File: config.mk
export PLATFORM = sky130hd
export DESIGN_NAME = vga_sync_gen
export DESIGN_NICKNAME = d
export VERILOG_FILES = /design/src/rtl/vga_sync_gen.sv
export SDC_FILE = /design/constraint.sdc
export NUM_CORES = 1
export LEC_CHECK = 0
export ABC_CLOCK_PERIOD_IN_PS = 3800
export CORE_UTILIZATION = 25
export CTS_BUF_LIST = sky130_fd_sc_hd__clkbuf_4 sky130_fd_sc_hd__clkbuf_8 sky130_fd_sc_hd__clkbuf_16
export CTS_CLUSTER_SIZE = 20
export DETAILED_ROUTE_END_ITERATION = 16
export GPL_TIMING_DRIVEN = 0
export MAX_ROUTING_LAYER = met4
export SLEW_MARGIN = 20
export SYNTH_ARGS = -nofsm -noshare
export SYNTH_HDL_FRONTEND = slang
export SYNTH_SLANG_ARGS = --single-unit
File: constraint.sdc
create_clock -name clk -period 3.8 [get_ports clk]
set_input_delay 0.76 -clock clk [delete_from_list [all_inputs] [get_ports clk]]
set_output_delay 0.76 -clock clk [all_outputs]
set_load 0.03 [all_outputs]
File: src/rtl/vga_sync_gen.sv
// 640x480@60 VGA timing generator with a one-pixel registered, blanked output stage.
// Optional colour-bar generator is built in when VGA_TEST_PATTERN_EN is defined.
module vga_sync_gen #(
    parameter int DIV    = 4,
    parameter int H_DISP = 640,
    parameter int H_FP   = 16,
    parameter int H_SYNC = 96,
    parameter int H_BP   = 48,
    parameter int V_DISP = 480,
    parameter int V_FP   = 10,
    parameter int V_SYNC = 2,
    parameter int V_BP   = 33
) (
    input  logic        clk,
    input  logic        reset,
`ifdef VGA_TEST_PATTERN_EN
    input  logic        test_mode,
`endif
    input  logic [11:0] rgb_in,
    output logic [9:0]  pixel_x,
    output logic [9:0]  pixel_y,
    output logic        p_tick,
    output logic        video_on,
    output logic        hsync,
    output logic        vsync,
    output logic        frame_start,
    output logic [11:0] rgb_out
);

    localparam int H_TOTAL = H_DISP + H_FP + H_SYNC + H_BP;
    localparam int V_TOTAL = V_DISP + V_FP + V_SYNC + V_BP;
    localparam int DIV_W   = (DIV > 1) ? $clog2(DIV) : 1;

    localparam logic [DIV_W-1:0] DIV_LAST = DIV_W'(DIV - 1);
    localparam logic [9:0] H_LAST   = 10'(H_TOTAL - 1);
    localparam logic [9:0] V_LAST   = 10'(V_TOTAL - 1);
    localparam logic [9:0] H_VIS    = 10'(H_DISP);
    localparam logic [9:0] V_VIS    = 10'(V_DISP);
    localparam logic [9:0] HS_START = 10'(H_DISP + H_FP);
    localparam logic [9:0] HS_END   = 10'(H_DISP + H_FP + H_SYNC - 1);
    localparam logic [9:0] VS_START = 10'(V_DISP + V_FP);
    localparam logic [9:0] VS_END   = 10'(V_DISP + V_FP + V_SYNC - 1);

    logic [DIV_W-1:0] div_q, div_d;
    logic [9:0]       x_q, x_d;
    logic [9:0]       y_q, y_d;
    logic             video_on_q, video_on_d;
    logic             hsync_q, hsync_d;
    logic             vsync_q, vsync_d;
    logic [11:0]      rgb_q, rgb_d;

    logic             tick;
    logic             vis;
    logic             in_hs;
    logic             in_vs;
    logic [11:0]      pix_rgb;

`ifdef VGA_TEST_PATTERN_EN
    logic [2:0] bar;
    always_comb begin
        bar     = x_q[9:7];
        pix_rgb = test_mode ? {{4{bar[2]}}, {4{bar[1]}}, {4{bar[0]}}} : rgb_in;
    end
`else
    always_comb pix_rgb = rgb_in;
`endif

    always_comb begin
        tick  = (div_q == DIV_LAST);
        vis   = (x_q < H_VIS) && (y_q < V_VIS);
        in_hs = (x_q >= HS_START) && (x_q <= HS_END);
        in_vs = (y_q >= VS_START) && (y_q <= VS_END);

        div_d      = tick ? '0 : div_q + DIV_W'(1);
        x_d        = x_q;
        y_d        = y_q;
        video_on_d = video_on_q;
        hsync_d    = hsync_q;
        vsync_d    = vsync_q;
        rgb_d      = rgb_q;

        // Pipeline stage captures the pixel being left, so outputs trail the counters by one pixel.
        if (tick) begin
            video_on_d = vis;
            rgb_d      = vis ? pix_rgb : 12'h000;
            hsync_d    = ~in_hs;
            vsync_d    = ~in_vs;
            if (x_q == H_LAST) begin
                x_d = '0;
                y_d = (y_q == V_LAST) ? '0 : y_q + 10'd1;
            end else begin
                x_d = x_q + 10'd1;
            end
        end
    end

    always_ff @(posedge clk or negedge reset) begin
        if (!reset) begin
            div_q      <= '0;
            x_q        <= '0;
            y_q        <= '0;
            video_on_q <= 1'b0;
            hsync_q    <= 1'b1;
            vsync_q    <= 1'b1;
            rgb_q      <= 12'h000;
        end else begin
            div_q      <= div_d;
            x_q        <= x_d;
            y_q        <= y_d;
            video_on_q <= video_on_d;
            hsync_q    <= hsync_d;
            vsync_q    <= vsync_d;
            rgb_q      <= rgb_d;
        end
    end

    assign pixel_x     = x_q;
    assign pixel_y     = y_q;
    assign p_tick      = tick;
    assign frame_start = tick && (x_q == 10'd0) && (y_q == 10'd0);
    assign video_on    = video_on_q;
    assign hsync       = hsync_q;
    assign vsync       = vsync_q;
    assign rgb_out     = rgb_q;

endmodule
# After elaboration in Yosys (flattened, before gate mapping)
# Index checks and enable logic that the tools add are counted.
[word_totals] regBits=37 inputBits=14 output_inout_bits=37 wordCells=33
[op_classes] n_addsub=3 order_cmp=6 n_eq_ne=3 n_mux=4 n_bitwise=2 n_reduce_logical=8
[ops] cell="$add A10 B1 Y10 const B" n=2
[ops] cell="$eq A10 B10 Y1 const B" n=2
[ops] cell="$logic_not A10 Y1" n=2
[ops] cell="$mux W10" n=2
[ops] cell="$mux W12" n=1
[ops] cell="$ge A10 B10 Y1 const B" n=1
[ops] cell="$ge A10 B9 Y1 const B" n=1
[ops] cell="$le A10 B10 Y1 const B" n=1
[ops] cell="$le A10 B9 Y1 const B" n=1
[ops] cell="$lt A10 B10 Y1 const B" n=1
[ops] cell="$lt A10 B9 Y1 const B" n=1
[ops] cell="$logic_and A1 B1 Y1" n=5
[ops] cell="$add A2 B1 Y2 const B" n=1
[ops] cell="$eq A2 B2 Y1 const B" n=1
[ops] cell="$mux W2" n=1
[ops] cell="$not A1 Y1" n=2
[ops] cell="$reduce_and A2 Y1" n=1

# Depth between registers and ports, before layout
[depth] depth_word=3 ltp_mapped=6 ltp_nobuf=6

# Least setup slack after synthesis
# Ideal clock, no wire load.
[synth_path] kind="register to output" startpoint="register div_q[0]" endpoint="output port frame_start" t_arrival_ps=2191 required_time_ps=3040 path_slack_ps=849 path_stages_with_launch=6 n_path_buf=0 cell_sequence="dfrtp_1 ha_1 inv_1 nor3_1 nand4_1 nor4_1"
[synth_via] elab_chain_len=3
[synth_rtl] item="start, declared" line="44" text="logic [DIV_W-1:0] div_q, div_d;"
[synth_rtl] item="start signal, assigned" line="107" text="div_q <= div_d;"
[synth_rtl] item="$eq A2 B2 Y1" line="69" text="tick = (div_q == DIV_LAST);"
[synth_rtl] item="named net p_tick" line="22" text="output logic p_tick,"
[synth_rtl] item="$logic_and A1 B1 Y1 (2 in series)" line="120" text="assign frame_start = tick && (x_q == 10'd0) && (y_q == 10'd0);"
[synth_rtl] item="end, declared" line="26" text="output logic frame_start,"
# The timed path passes the listed nets, and every way through them passes these cells.

# Final worst setup path
[layout_path] startpoint="register div_q[0]" endpoint="output port frame_start"
[layout_via] elab_chain_len=3
[layout_rtl] item="$eq A2 B2 Y1" line="69"
[layout_rtl] item="$logic_and A1 B1 Y1 (2 in series)" line="120"
# No other way between the ends.

==> flow_summary_export.csv <==
group,metric,value,unit
synth,synth.top_cells.by_area,"dfrtp_1, a22o_1, ha_1, dfstp_2, nand3_1",
cts,clk_latency,0.29,ns
critical_path,cp-start-kind,"flip-flop",
die,num_rows,30,
cts,htreeDepth,2,
cts,cts_resized,0,
global_route,grt_remaining_overflow,0,
power,peakVddDrop,142,uV
outcome,outcome,"completed",
synth,yosys_warnings,0,
critical_path,max_stage_delay,0.73,ns
place,dpl.hpwl,3050,um
synth,synth.cells.most_frequent,"dfrtp_1, a22o_1, nand2_1",
place,dpl-instance-area,2420,um^2
detailed_routing,drt_iter0_markers,100,
power,p_int,592,uW
synth,yosysTopAreaCell,"dfrtp_1",
die,dieWidth,86.4,um
power,total_power,761,uW
cts,path_clk_slew,0.07,ns
synth,synthFlopType,"dfrtp_1",
power,powerDensity,302,nW/um^2
critical_path,arrival,2.48,ns
synth,async_reset_ff_frac,1.00,
critical_path,reg2reg_depth,6,
synth,synthCells,164,
critical_path,end_kind,"output pin",
layout,post-route-cell-area,2510,um^2
global_route,grt_antenna_before_repair,0,
cts,root_buffer,"clkbuf_8",
power,p_sw_frac,0.222,
detailed_routing,wl,4270,um
critical_path,cp.required,3.04,ns
synth,avgSynthCellArea,10.9,um^2
cts,cts_tree,"built",
critical_path,cp-startpoint,"div_q[0]",
min_path,hold_class,"in2async",
sta,finalHoldViolCount,0,
die,initial_core_util,0.261,
global_route,top_usage_layer,"met2",
detailed_routing,ant_nets,0,
cts,cts_buffers,5,
synth,synth.cell_area,1780,um^2
global_route,grt_pass1_vias,1364,
layout,nets,241,
detailed_routing,wl_per_cell,13.4,um
global_route,grt_max_degree,32,
global_route,track_usage,0.124,
die,fp.dieH,86.4,um
global_route,gr-usage-met1,0.171,
detailed_routing,dr.pass1.iters,4,
synth,synth_top_area_share,0.492,
layout,synthToLayoutAreaGrowth,41.2,%
layout,final_util,0.368,
layout,diodes,0,
cts,hold_buffers,0,
power,leakage,0.00104,uW
critical_path,cp_top_family,"buffers and inverters",
sta,setup_tns,0,ns
critical_path,cpMaxStageDelayCell,"clkdlybuf4s50_1",
critical_path,cp.buffers_inverters,2,
power,netSwitchingPower,169,uW
critical_path,critical_path.cell_chain,"ha_1 > inv_1 > nor3_1 > nand4_1 > nor4_1 > clkdlybuf4s50_1",
critical_path,cp.depth,6,
sta,worstMarginPinSlew,0.504,ns
synth,synth_edf_count,0,
place,place_congestion,0.816,
critical_path,r2r_start,"pixel_x[0]",
cts,clock_path_buffers,2,
synth,post_synth_num_cell_types,40,
die,io_pins,51,
sta,rsz0062_at_grt,"false",
detailed_routing,vias,1475,
die,core-area,6830,um^2
critical_path,crit_fanout,6,
job,drv_cap,0,
synth,ys_ff_latch,37,
critical_path,crit_type,"reg2out",
detailed_routing,drc,0,
power,pwr-share-seq,0.531,
cts,cts.sinks,37,
sta,slew_headroom,0.661,
cts,postCtsSetupBuffers,0,
sta,fin_crit,3.24,ns
power,comb_power_share,0.074,
sta,slew_violations,0,
synth,synth_most_common_cell,"dfrtp_1",
global_route,grt_pass1_wl,6960,um
place,port_buffers,50,
layout,drive_gt1_frac,0.0987,
sta,min_period_over_period,0.852,
die,die_area,7470,um^2
sta,clock.fmax,309,MHz
global_route,grt_util_met2,0.177,
sta,clock_skew,0.00908,ns
detailed_routing,via_per_inst,4.62,
global_route,met3_usage,0.0333,
synth,syn_nets,183,
sta,setup_violations,0,
synth,ys_seq_area_frac,0.521,
power,pwr-share-clk,0.395,
worst reg2reg max path: cells and delay by family (launching register included):
family                   cells  cell delay (ns)
flip-flops                   1             0.40
adder cells (fa/ha/maj)      1             0.25
AND/OR/NAND/NOR              2             0.63
buffers and inverters        1             0.15
AO/OA/AOI/OAI                2             0.42
worst paths after layout:
path / end / slack (ns)
max: frame_start / 0.56
min: pixel_x[1] / 0.31
max reg2reg: pixel_y[9] / 1.88
min reg2reg: div_q[0] / 0.43
max in group asynchronous: vsync / 3.01
min in group clk: div_q[0] / 0.43
per-layer routing:
| metal | part of all wire | vias up |
|---|---|---|
| li1 | - | 717 |
| met2 | 0.46 | 33 |
| met1 | 0.49 | 718 |
| met3 | 0.041 | 7 |
| met4 | 0.015 | 0 |
| met5 | 0 | - |
metrics by stage:
stage	instances	hold WS, ns	setup WS (ns)
after floorplan	164	0.403	0.849
after global placement	310	0.416	0.780
after detailed placement	311	0.419	0.832
after CTS	319	0.303	0.499
after global routing	319	0.298	0.359
final	319	0.306	0.563
kinds of logic (layout without fill, tap and decap cells):
| family | count (synthesis) | after routing | synth area share |
|---|---|---|---|
| AO/OA/AOI/OAI | 39 | 39 | 0.151 |
| AND/OR/NAND/NOR | 53 | 53 | 0.188 |
| XOR/XNOR | 6 | 6 | 0.0295 |
| adder cells (fa/ha/maj) | 5 | 5 | 0.0351 |
| multiplexers | 5 | 5 | 0.0288 |
| buffers and inverters | 19 | 78 | 0.0463 |
| flip-flops | 37 | 37 | 0.521 |
power groups by stage:
stage	Sequential (uW)	Clock (uW)	Combinational [uW]
detailed placement	411	0	57.8
global route	404	337	60.6
global placement	411	0	55.5
CTS	404	316	57.8
floorplan	424	0	6.24
finish	404	301	56.4
flip-flops by register name, summed over array words and instances, names as in the netlist:
signal,flops
pixel_x,10
pixel_y,10
rgb_out,12
video_on,1
div_q,2
vsync,1
hsync,1
final cells by class:
type / count / area (um^2)
clock buffer: 8 / 97.6
fill: 707 / 4320
sequential: 37 / 928
tap: 96 / 120
buffer: 10 / 48.8
inverter: 9 / 33.8
timing repair buffer: 51 / 515
multi-input combinational: 108 / 771
cells in the final DEF (no fill, tap or decap), types with 6 or more instances in the layout:
| master | instances |
|---|---|
| a22o_1 | 12 |
| clkbuf_1 | 6 |
| clkbuf_8 | 6 |
| clkdlybuf4s50_1 | 49 |
| dfrtp_1 | 35 |
| inv_1 | 9 |
| nand2_1 | 11 |
| nand3_1 | 9 |
| nor2_1 | 6 |
| o21ai_0 | 9 |
Power figures use the tool's default switching activity.
